[config.mk]
export PLATFORM = sky130hd
export DESIGN_NAME = out_port_ctrl
export DESIGN_NICKNAME = d
export VERILOG_FILES = /design/src/rtl/out_port_ctrl_pkg.sv /design/src/rtl/out_port_fifo.sv /design/src/rtl/out_port_ctrl.sv
export SDC_FILE = /design/constraint.sdc
export NUM_CORES = 1
export LEC_CHECK = 0
export CORE_MARGIN = 1
export CORE_UTILIZATION = 45
export DETAILED_ROUTE_END_ITERATION = 6
export PLACE_DENSITY = 0.73
export SLEW_MARGIN = 20
export SYNTH_ARGS = -nofsm -noshare
export SYNTH_HDL_FRONTEND = slang
export SYNTH_SLANG_ARGS = --single-unit
[constraint.sdc]
create_clock -name clock -period 4.3 [get_ports clock]
set_input_delay 0.645 -clock clock [delete_from_list [all_inputs] [get_ports clock]]
set_output_delay 0.645 -clock clock [all_outputs]
set_load 0.01 [all_outputs]
[src/rtl/out_port_ctrl_pkg.sv]
// Shared types and defaults for the output-port controller (t_data, FSM enum, depth/skid).
// Optional statistics counters in out_port_ctrl are enabled by defining OUT_PORT_STATS_EN.
package out_port_ctrl_pkg;

    typedef logic [31:0] t_data;

    localparam int unsigned OUT_PORT_DEPTH = 4;
    localparam int unsigned OUT_PORT_SKID  = 2;

    typedef enum logic [1:0] {
        RUN   = 2'd0,
        FLUSH = 2'd1,
        DONE  = 2'd2
    } t_out_port_state;

endpackage

[src/rtl/out_port_fifo.sv]
// Word buffer for the output port: storage, wrapping head/tail pointers and occupancy.
// Head word is read from registered state only; callers must not dequeue when empty.
module out_port_fifo
    import out_port_ctrl_pkg::*;
#(
    parameter int unsigned DEPTH = OUT_PORT_DEPTH
) (
    input  logic                     clk,
    input  logic                     rst,
    input  logic                     enq,
    input  logic                     deq,
    input  t_data                    wdata,
    output t_data                    rdata,
    output logic [$clog2(DEPTH):0]   level,
    output logic [$clog2(DEPTH):0]   level_next,
    output logic                     full,
    output logic                     empty
);

    localparam int unsigned PW = $clog2(DEPTH);
    localparam int unsigned LW = PW + 1;

    t_data          mem_q [DEPTH];
    t_data          mem_d [DEPTH];
    logic [PW-1:0]  wr_ptr_q, wr_ptr_d;
    logic [PW-1:0]  rd_ptr_q, rd_ptr_d;
    logic [LW-1:0]  level_q, level_d;

    // DEPTH is a power of two, so pointer wrap is plain modular increment.
    always_comb begin
        mem_d    = mem_q;
        wr_ptr_d = wr_ptr_q;
        rd_ptr_d = rd_ptr_q;
        level_d  = level_q;
        if (enq) begin
            mem_d[wr_ptr_q] = wdata;
            wr_ptr_d        = wr_ptr_q + PW'(1);
        end
        if (deq) begin
            rd_ptr_d = rd_ptr_q + PW'(1);
        end
        case ({enq, deq})
            2'b10:   level_d = level_q + LW'(1);
            2'b01:   level_d = level_q - LW'(1);
            default: level_d = level_q;
        endcase
    end

    always_ff @(posedge clk or posedge rst) begin
        if (rst) begin
            for (int unsigned i = 0; i < DEPTH; i++) begin
                mem_q[i] <= '0;
            end
            wr_ptr_q <= '0;
            rd_ptr_q <= '0;
            level_q  <= '0;
        end else begin
            mem_q    <= mem_d;
            wr_ptr_q <= wr_ptr_d;
            rd_ptr_q <= rd_ptr_d;
            level_q  <= level_d;
        end
    end

    assign rdata      = mem_q[rd_ptr_q];
    assign level      = level_q;
    assign level_next = level_d;
    assign full       = (level_q == LW'(DEPTH));
    assign empty      = (level_q == '0);

endmodule

[src/rtl/out_port_ctrl.sv]
// Output-port controller: buffers stage-3 words, drains them over valid/ready, drives the
// pipeline stall and a flush sequence. Define OUT_PORT_STATS_EN to add sent/drop counters.
module out_port_ctrl
    import out_port_ctrl_pkg::*;
#(
    parameter int unsigned DEPTH = OUT_PORT_DEPTH,
    parameter int unsigned SKID  = OUT_PORT_SKID
) (
    input  logic                     clock,
    input  logic                     reset,
    input  logic                     dataoutvx3,
    input  t_data                    dataoutx3,
    input  logic                     stalledx3,
    output logic                     stalled,
    output t_data                    port_data,
    output logic                     port_valid,
    input  logic                     port_ready,
    input  logic                     flush,
    output logic                     flush_done,
    output logic                     overflow,
    output logic [$clog2(DEPTH):0]   level
`ifdef OUT_PORT_STATS_EN
    ,
    output logic [15:0]              sent_count,
    output logic [7:0]               drop_count
`endif
);

    localparam int unsigned LW = $clog2(DEPTH) + 1;

    logic            push_req;
    logic            enq;
    logic            deq;
    logic            drop;
    logic            full;
    logic            empty;
    logic [LW-1:0]   level_next;

    t_out_port_state state_q, state_d;
    logic            stalled_q, stalled_d;
    logic            overflow_q, overflow_d;

    assign push_req = dataoutvx3 & ~stalledx3;
    assign deq      = port_valid & port_ready;
    assign enq      = push_req & (~full | deq);
    assign drop     = push_req & full & ~deq;

    out_port_fifo #(
        .DEPTH (DEPTH)
    ) u_fifo (
        .clk        (clock),
        .rst        (reset),
        .enq        (enq),
        .deq        (deq),
        .wdata      (dataoutx3),
        .rdata      (port_data),
        .level      (level),
        .level_next (level_next),
        .full       (full),
        .empty      (empty)
    );

    assign port_valid = ~empty;

    // Words still in flight may land during FLUSH, so DONE waits for an empty FIFO with no enqueue.
    always_comb begin
        state_d = state_q;
        unique case (state_q)
            RUN:     if (flush) state_d = FLUSH;
            FLUSH:   if ((level_next == '0) && !enq) state_d = DONE;
            DONE:    state_d = RUN;
            default: state_d = RUN;
        endcase
    end

    always_comb begin
        stalled_d  = (level_next >= LW'(DEPTH - SKID)) | (state_d == FLUSH);
        overflow_d = overflow_q | drop;
    end

    always_ff @(posedge clock or posedge reset) begin
        if (reset) begin
            state_q    <= RUN;
            stalled_q  <= 1'b0;
            overflow_q <= 1'b0;
        end else begin
            state_q    <= state_d;
            stalled_q  <= stalled_d;
            overflow_q <= overflow_d;
        end
    end

    assign stalled    = stalled_q;
    assign overflow   = overflow_q;
    assign flush_done = (state_q == DONE);

`ifdef OUT_PORT_STATS_EN
    logic [15:0] sent_count_q, sent_count_d;
    logic [7:0]  drop_count_q, drop_count_d;

    always_comb begin
        sent_count_d = sent_count_q;
        drop_count_d = drop_count_q;
        if (deq) begin
            sent_count_d = sent_count_q + 16'd1;
        end
        if (drop && (drop_count_q != '1)) begin
            drop_count_d = drop_count_q + 8'd1;
        end
    end

    always_ff @(posedge clock or posedge reset) begin
        if (reset) begin
            sent_count_q <= '0;
            drop_count_q <= '0;
        end else begin
            sent_count_q <= sent_count_d;
            drop_count_q <= drop_count_d;
        end
    end

    assign sent_count = sent_count_q;
    assign drop_count = drop_count_q;
`endif

endmodule

==> impl_metrics.tcl, run 1 <==
set metrics [dict create \
    die_h_um 119.2 \
    ys_warn_count 0 \
    worst-setup-path-type "reg2out" \
    finalSetupViolCount 0 \
    hold_depth 1 \
    wirelength_um 11850 \
    fin_tns_setup_ns 0 \
    area_delta_synth_final_pct 24.37 \
    cp_top_family "flip-flops" \
    critPathBufInv 2 \
    synth-seq-area-share_pct 56.28 \
    pwr_density_cell_nw_per_um2 828.0 \
    crit_path_cell_trace "buf_4, mux4_2, clkdlybuf4s50_1" \
    cap_violations 0 \
    cts_buffer_depth 2 \
    finalCritPeriodShare_pct 77.90 \
    worstMarginPinSlew_ns 0.9497 \
    power.leakage_nw 3.219 \
    avgSynthCellArea_um2 16.14 \
    cts_resized 0 \
    viasPerCell 5.476 \
    syn_area_um2 6181 \
    ir_worst_vdd_v 0.0004222 \
    async_flop_share_pct 100.0 \
    synth_edf_count 0 \
    grtUsageTotal_pct 18.50 \
    end_kind "output pin" \
    cts_tree "done" \
    critPathArrivalTime_ns 2.70 \
    max_freq_mhz 298.5 \
    cts_sinks 139 \
    yosys_most_used_dff "dfrtp_1" \
    r2r_cells 9 \
    fin_skew_ns 0.003762 \
    clk_latency_ns 0.41 \
    crit_fanout 25 \
    first_global_vias 3820 \
    fp.coreArea_um2 13300 \
    yosysUniqueCellTypes 36 \
    cp-start-kind "flip-flop" \
    drtIter0Drc 153 \
    cpMaxStageDelayCell "dfrtp_2" \
    min_from "overflow$_DFF_PP0_" \
    syn-num-nets 426 \
    cts_setup_buffers 0 \
    outcome "completed" \
    yosys.area.top_type_share_pct 56.28 \
    cpPeakStageDelay_ns 0.95 \
    rr_startpoint "u_fifo.level[0]$_DFF_PP0_" \
    final_max_slew_viol_count 0 \
    holdWs_ns 0.4825 \
    portBuffers 76 \
    die_w_um 119.2 \
    required_ns 3.65 \
    cts_root_buf "clkbuf_16" \
    ant_nets 0 \
    rsz0062_at_grt "no" \
    hold_viol 0 \
    grt_max_degree 72 \
    synth_area_leaders "dfrtp_1, mux2_2, mux4_2" \
    fin_area_um2 7687 \
    wire_per_inst_um 18.38 \
    grt_pass1_wl_um 19850 \
    dieArea_um2 14210 \
    drc 0 \
    hp-class "reg2reg" \
    initial_core_util_pct 46.49 \
    placed_area_um2 7106 \
    rows 42 \
    ys_ff_latch 139 \
    worst_slack_ns 0.9502 \
    pin_count 77 \
    gp_congestion 0.8282 \
    cts_hold_buf 0 \
    syn_inst 383 \
    dp_slack_ns 0.9636 \
    period_minus_slack_ns 3.350 \
    antenna_found_initial 1 \
    n_antenna_cell 0 \
    num_vias 3532 \
    r2r-end "state_q[0]$_DFF_PP0_" \
    numCtsBuffers 17 \
    hpwl_um 7264 \
    synth_top_area_cell "dfrtp_1" \
    nets 502 \
    drive_above_1_share_pct 43.50 \
    drt-pass1-iter-count 5 \
    max_slew_margin_pct 36.46 \
    r2r_slack_ns 1.63 \
    power.total_mw 6.365 \
    clk_pin_slew_ns 0.05 \
    cts-htree-levels 4 \
    hold_end "overflow$_DFF_PP0_" \
    gr-total-overflow 0 \
]
## sequential cells by signal (all words and copies together), names as in the netlist
| register | cells |
|---|---|
| overflow | 1 |
| stalled | 1 |
| state_q | 2 |
| u_fifo.level | 3 |
| u_fifo.mem_q | 128 |
| u_fifo.rd_ptr_q | 2 |
| u_fifo.wr_ptr_q | 2 |
## layout by cell type (no fill, tap or decap), types with 4 or more instances in the layout
cell,count
dfrtp_1,137
ha_1,4
clkinvlp_4,4
xnor2_1,4
clkbuf_16,17
inv_1,6
nand2_1,6
mux2_2,128
nor2_1,5
clkdlybuf4s50_1,76
nand2_2,4
mux4_2,32
## worst max-delay path by stage
stage / startpoint / end / slack [ns] / depth (start not counted)
after CTS: u_fifo.rd_ptr_q[0]$_DFFE_PP0N_ / port_data[3] / 0.86 / 3
final: u_fifo.rd_ptr_q[0]$_DFFE_PP0N_ / port_data[3] / 0.95 / 3
after global routing: u_fifo.rd_ptr_q[0]$_DFFE_PP0N_ / port_data[6] / 0.77 / 3
after global placement: port_ready / state_q[0]$_DFF_PP0_ / 1.09 / 9
after detailed placement: port_ready / state_q[0]$_DFF_PP0_ / 0.96 / 9
after floorplan: port_ready / state_q[0]$_DFF_PP0_ / 1.73 / 9
## per-layer routing
metal / vias to the layer above / part of all wire (%) / GRT usage, %
li1: 1582 / - / -
met1: 1866 / 46 / 24.81
met2: 74 / 49 / 29.14
met3: 10 / 3.9 / 4.741
met4: 0 / 1.1 / 6.646
met5: - / 0 / 0
## cells in the mapped netlist (2+ instances only)
cell type,n
clkbuf_1,5
mux2_2,128
o21ai_0,3
mux4_2,32
inv_1,7
a21oi_1,2
buf_2,16
o31ai_1,2
ha_1,4
or3_1,2
dfrtp_1,139
nor2b_1,3
nor2_1,5
nand2_1,10
xnor2_1,4
## through the flow
step | std cells | util (%)
finish | 645 | 57.82
global route | 645 | 57.82
CTS | 645 | 57.82
detailed placement | 616 | 53.44
global placement | 616 | 53.44
floorplan | 383 | -
## logic make-up (layout without fill, tap and decap cells)
family,Yosys count,after routing,synth area share (%)
compound gates,18,18,2.429
xor+xnor,5,5,0.7085
buf+inv,30,116,2.288
mux,160,160,34.98
fa+ha+maj,5,5,1.134
simple gates,26,26,2.187
flops,139,139,56.28
## final cells by class
type                            instances  area [um^2]
Fill cell                            1019         5608
Sequential cell                       139         3481
Multi-Input combinational cell        214         2571
Timing Repair Buffer                   80        803.3
Clock buffer                           22        464.2
Tap cell                              176        220.2
Clock inverter                          7        117.6
Inverter                                7        30.03
## power by group
group | switching [mW] | internal (mW)
clock | 0.513 | 0.931
sequential | 0.463 | 1.96
combinational | 0.839 | 1.66
Note: power is estimated with default switching activity, not from simulation.
==> run 2, diff against run 1 <==
- clock period: 4.3 -> 2.9 ns (I/O delays scaled with it)
==> run 2 against run 1 <==
Clock power rose by 62%. Non-clock buffer count rose by 15. Global-route usage rose by 0.42 points. Sequential power rose by 46%. First-iteration DRC count rose by 16%. Critical path depth did not move. Register-to-register slack got worse by 1.2 ns. Cell area rose by 2.8%. Final cell count rose by 2.8%. Sequential share of layout area fell by 1.2 points. Via count rose by 2.3%. Worst setup slack got worse by 0.82 ns.
==> impl_metrics.tcl, run 2 (synthesis results as in run 1) <==
set metrics [dict create \
    cpMaxStageDelayCell "dfrtp_4" \
    n_fill_cell 1023 \
    die_w_um 119.2 \
    top_usage_layer "met2" \
    pin_count 77 \
    portBuffers 76 \
    gr-total-overflow 0 \
    largest_register_ffs 128 \
    final_util_pct 59.45 \
    ant_nets 0 \
    clk_pin_slew_ns 0.06 \
    antenna_found_initial 0 \
    wire_per_inst_um 18.25 \
    end_kind "output pin" \
    use_met3_pct 5.891 \
    cts_buffer_depth 2 \
    outcome "completed" \
    rsz0062_at_grt "no" \
    cts_tree "done" \
    nets 517 \
    die_h_um 119.2 \
    first_global_vias 3904 \
    hp-class "in2async" \
    grt_max_degree 63 \
    clk_latency_ns 0.42 \
    finalSetupViolCount 0 \
    fin_tns_setup_ns 0 \
    gp_congestion 0.7853 \
    numCtsBuffers 17 \
    drt-pass1-iter-count 5 \
    drc 0 \
    num_vias 3614 \
    cts_hold_buf 0 \
    rows 42 \
    drive_above_1_share_pct 46.20 \
    grtUsageTotal_pct 18.92 \
    max_freq_mhz 361.6 \
    fp.coreArea_um2 13300 \
    crit_path_cell_trace "buf_12, mux4_2, clkdlybuf4s50_1" \
    period_minus_slack_ns 2.766 \
    critPathArrivalTime_ns 2.33 \
    max_slew_margin_pct 60.47 \
    hold_viol 0 \
    required_ns 2.47 \
    n_antenna_cell 0 \
    dp_slack_ns 0.1433 \
    cpPeakStageDelay_ns 0.67 \
    final_common_cell "dfrtp_1" \
    pwr_density_cell_nw_per_um2 1232 \
    cts_sinks 139 \
    finalCritPeriodShare_pct 95.37 \
    area_delta_synth_final_pct 27.87 \
    power.leakage_nw 3.333 \
    fin_skew_ns 0.005190 \
    cts_root_buf "clkbuf_16" \
    ir_worst_vdd_v 0.0005663 \
    use_met1_pct 25.21 \
    cts-htree-levels 4 \
    largest-register "u_fifo.mem_q" \
    cp-start-kind "flip-flop" \
    dp_cells 631 \
    final_max_slew_viol_count 0 \
    drtIter0Drc 177 \
    viasPerCell 5.451 \
    use_met2_pct 29.29 \
    final_cell_mix "dfrtp_1, mux2_2, clkdlybuf4s50_1" \
    initial_core_util_pct 46.49 \
    worst_slack_ns 0.1343 \
    dieArea_um2 14210 \
    cap_violations 0 \
    worstMarginPinSlew_ns 0.5917 \
    wirelength_um 12100 \
    hpwl_um 7815 \
    layout.cells.non_filler 663 \
    crit_fanout 17 \
    grt_pass1_wl_um 20210 \
    worst-setup-path-type "reg2out" \
]
==> run 2: cell count changes in the layout (fill, tap and decap cells not counted) <==
cell        change
buf_4          +12
buf_12          +3
clkbuf_1        -3
clkbuf_8        +2
clkinv_2        +2
bufinv_16       +1
clkinvlp_4      +1
dfrtp_2         -1
dfrtp_4         +1
==> run 2: power by group <==
group	internal, mW	switching [mW]	leakage [nW]
Combinational	2.55	1.34	1.35
Clock	1.52	0.804	0.307
Sequential	2.92	0.613	1.67
==> run 2: timing repair <==
item                                    CTS  global route
buffers inserted                          0             0
endpoints found under the setup margin   20             0
gates resized for setup                   1             0
==> run 2: cell type report <==
class,instances,area [um^2],share of cell area [%]
Tap cell,176,220.2,2.786
Clock inverter,11,165.2,2.090
Timing Repair Buffer,95,953.4,12.06
Clock buffer,21,480.5,6.079
Inverter,7,30.03,0.3799
Sequential cell,139,3483,44.07
Multi-Input combinational cell,214,2571,32.53
==> run 2: per-layer routing <==
metal	vias up	share of wire, %
li1	1601	-
met1	1915	45
met2	85	50
met3	13	4.6
met4	0	1.1
met5	-	0
==> run 2: final timing paths <==
check	cells after the start	end	startpoint	slack, ns
max	3	port_data[10]	u_fifo.rd_ptr_q[0]$_DFFE_PP0N_	0.13
min	2	u_fifo.mem_q[29]$_DFFE_PP0P_	reset	0.40
max reg2reg	9	state_q[0]$_DFF_PP0_	u_fifo.level[0]$_DFF_PP0_	0.39
min reg2reg	1	overflow$_DFF_PP0_	overflow$_DFF_PP0_	0.48
max in group asynchronous	3	u_fifo.mem_q[14]$_DFFE_PP0P_	reset	1.68
min in group clock	1	overflow$_DFF_PP0_	overflow$_DFF_PP0_	0.48
==> run 2: metrics by stage <==
stage / power (mW) / hold WS, ns / area [um^2]
5_1_grt: 10.30 / 0.4199 / 7904
2_1_floorplan: 5.810 / 0.4592 / 6185
4_1_cts: 9.859 / 0.4034 / 7904
6_report: 9.741 / 0.3979 / 7904
3_3_place_gp: 7.327 / 0.4817 / 7256
3_5_place_dp: 7.484 / 0.4630 / 7256
==> run 2: critical path: cells and delay by family (launching register included) <==
family | cells | cell delay [ns]
buffers and inverters | 2 | 0.71
flip-flops | 1 | 0.67
multiplexers | 1 | 0.53
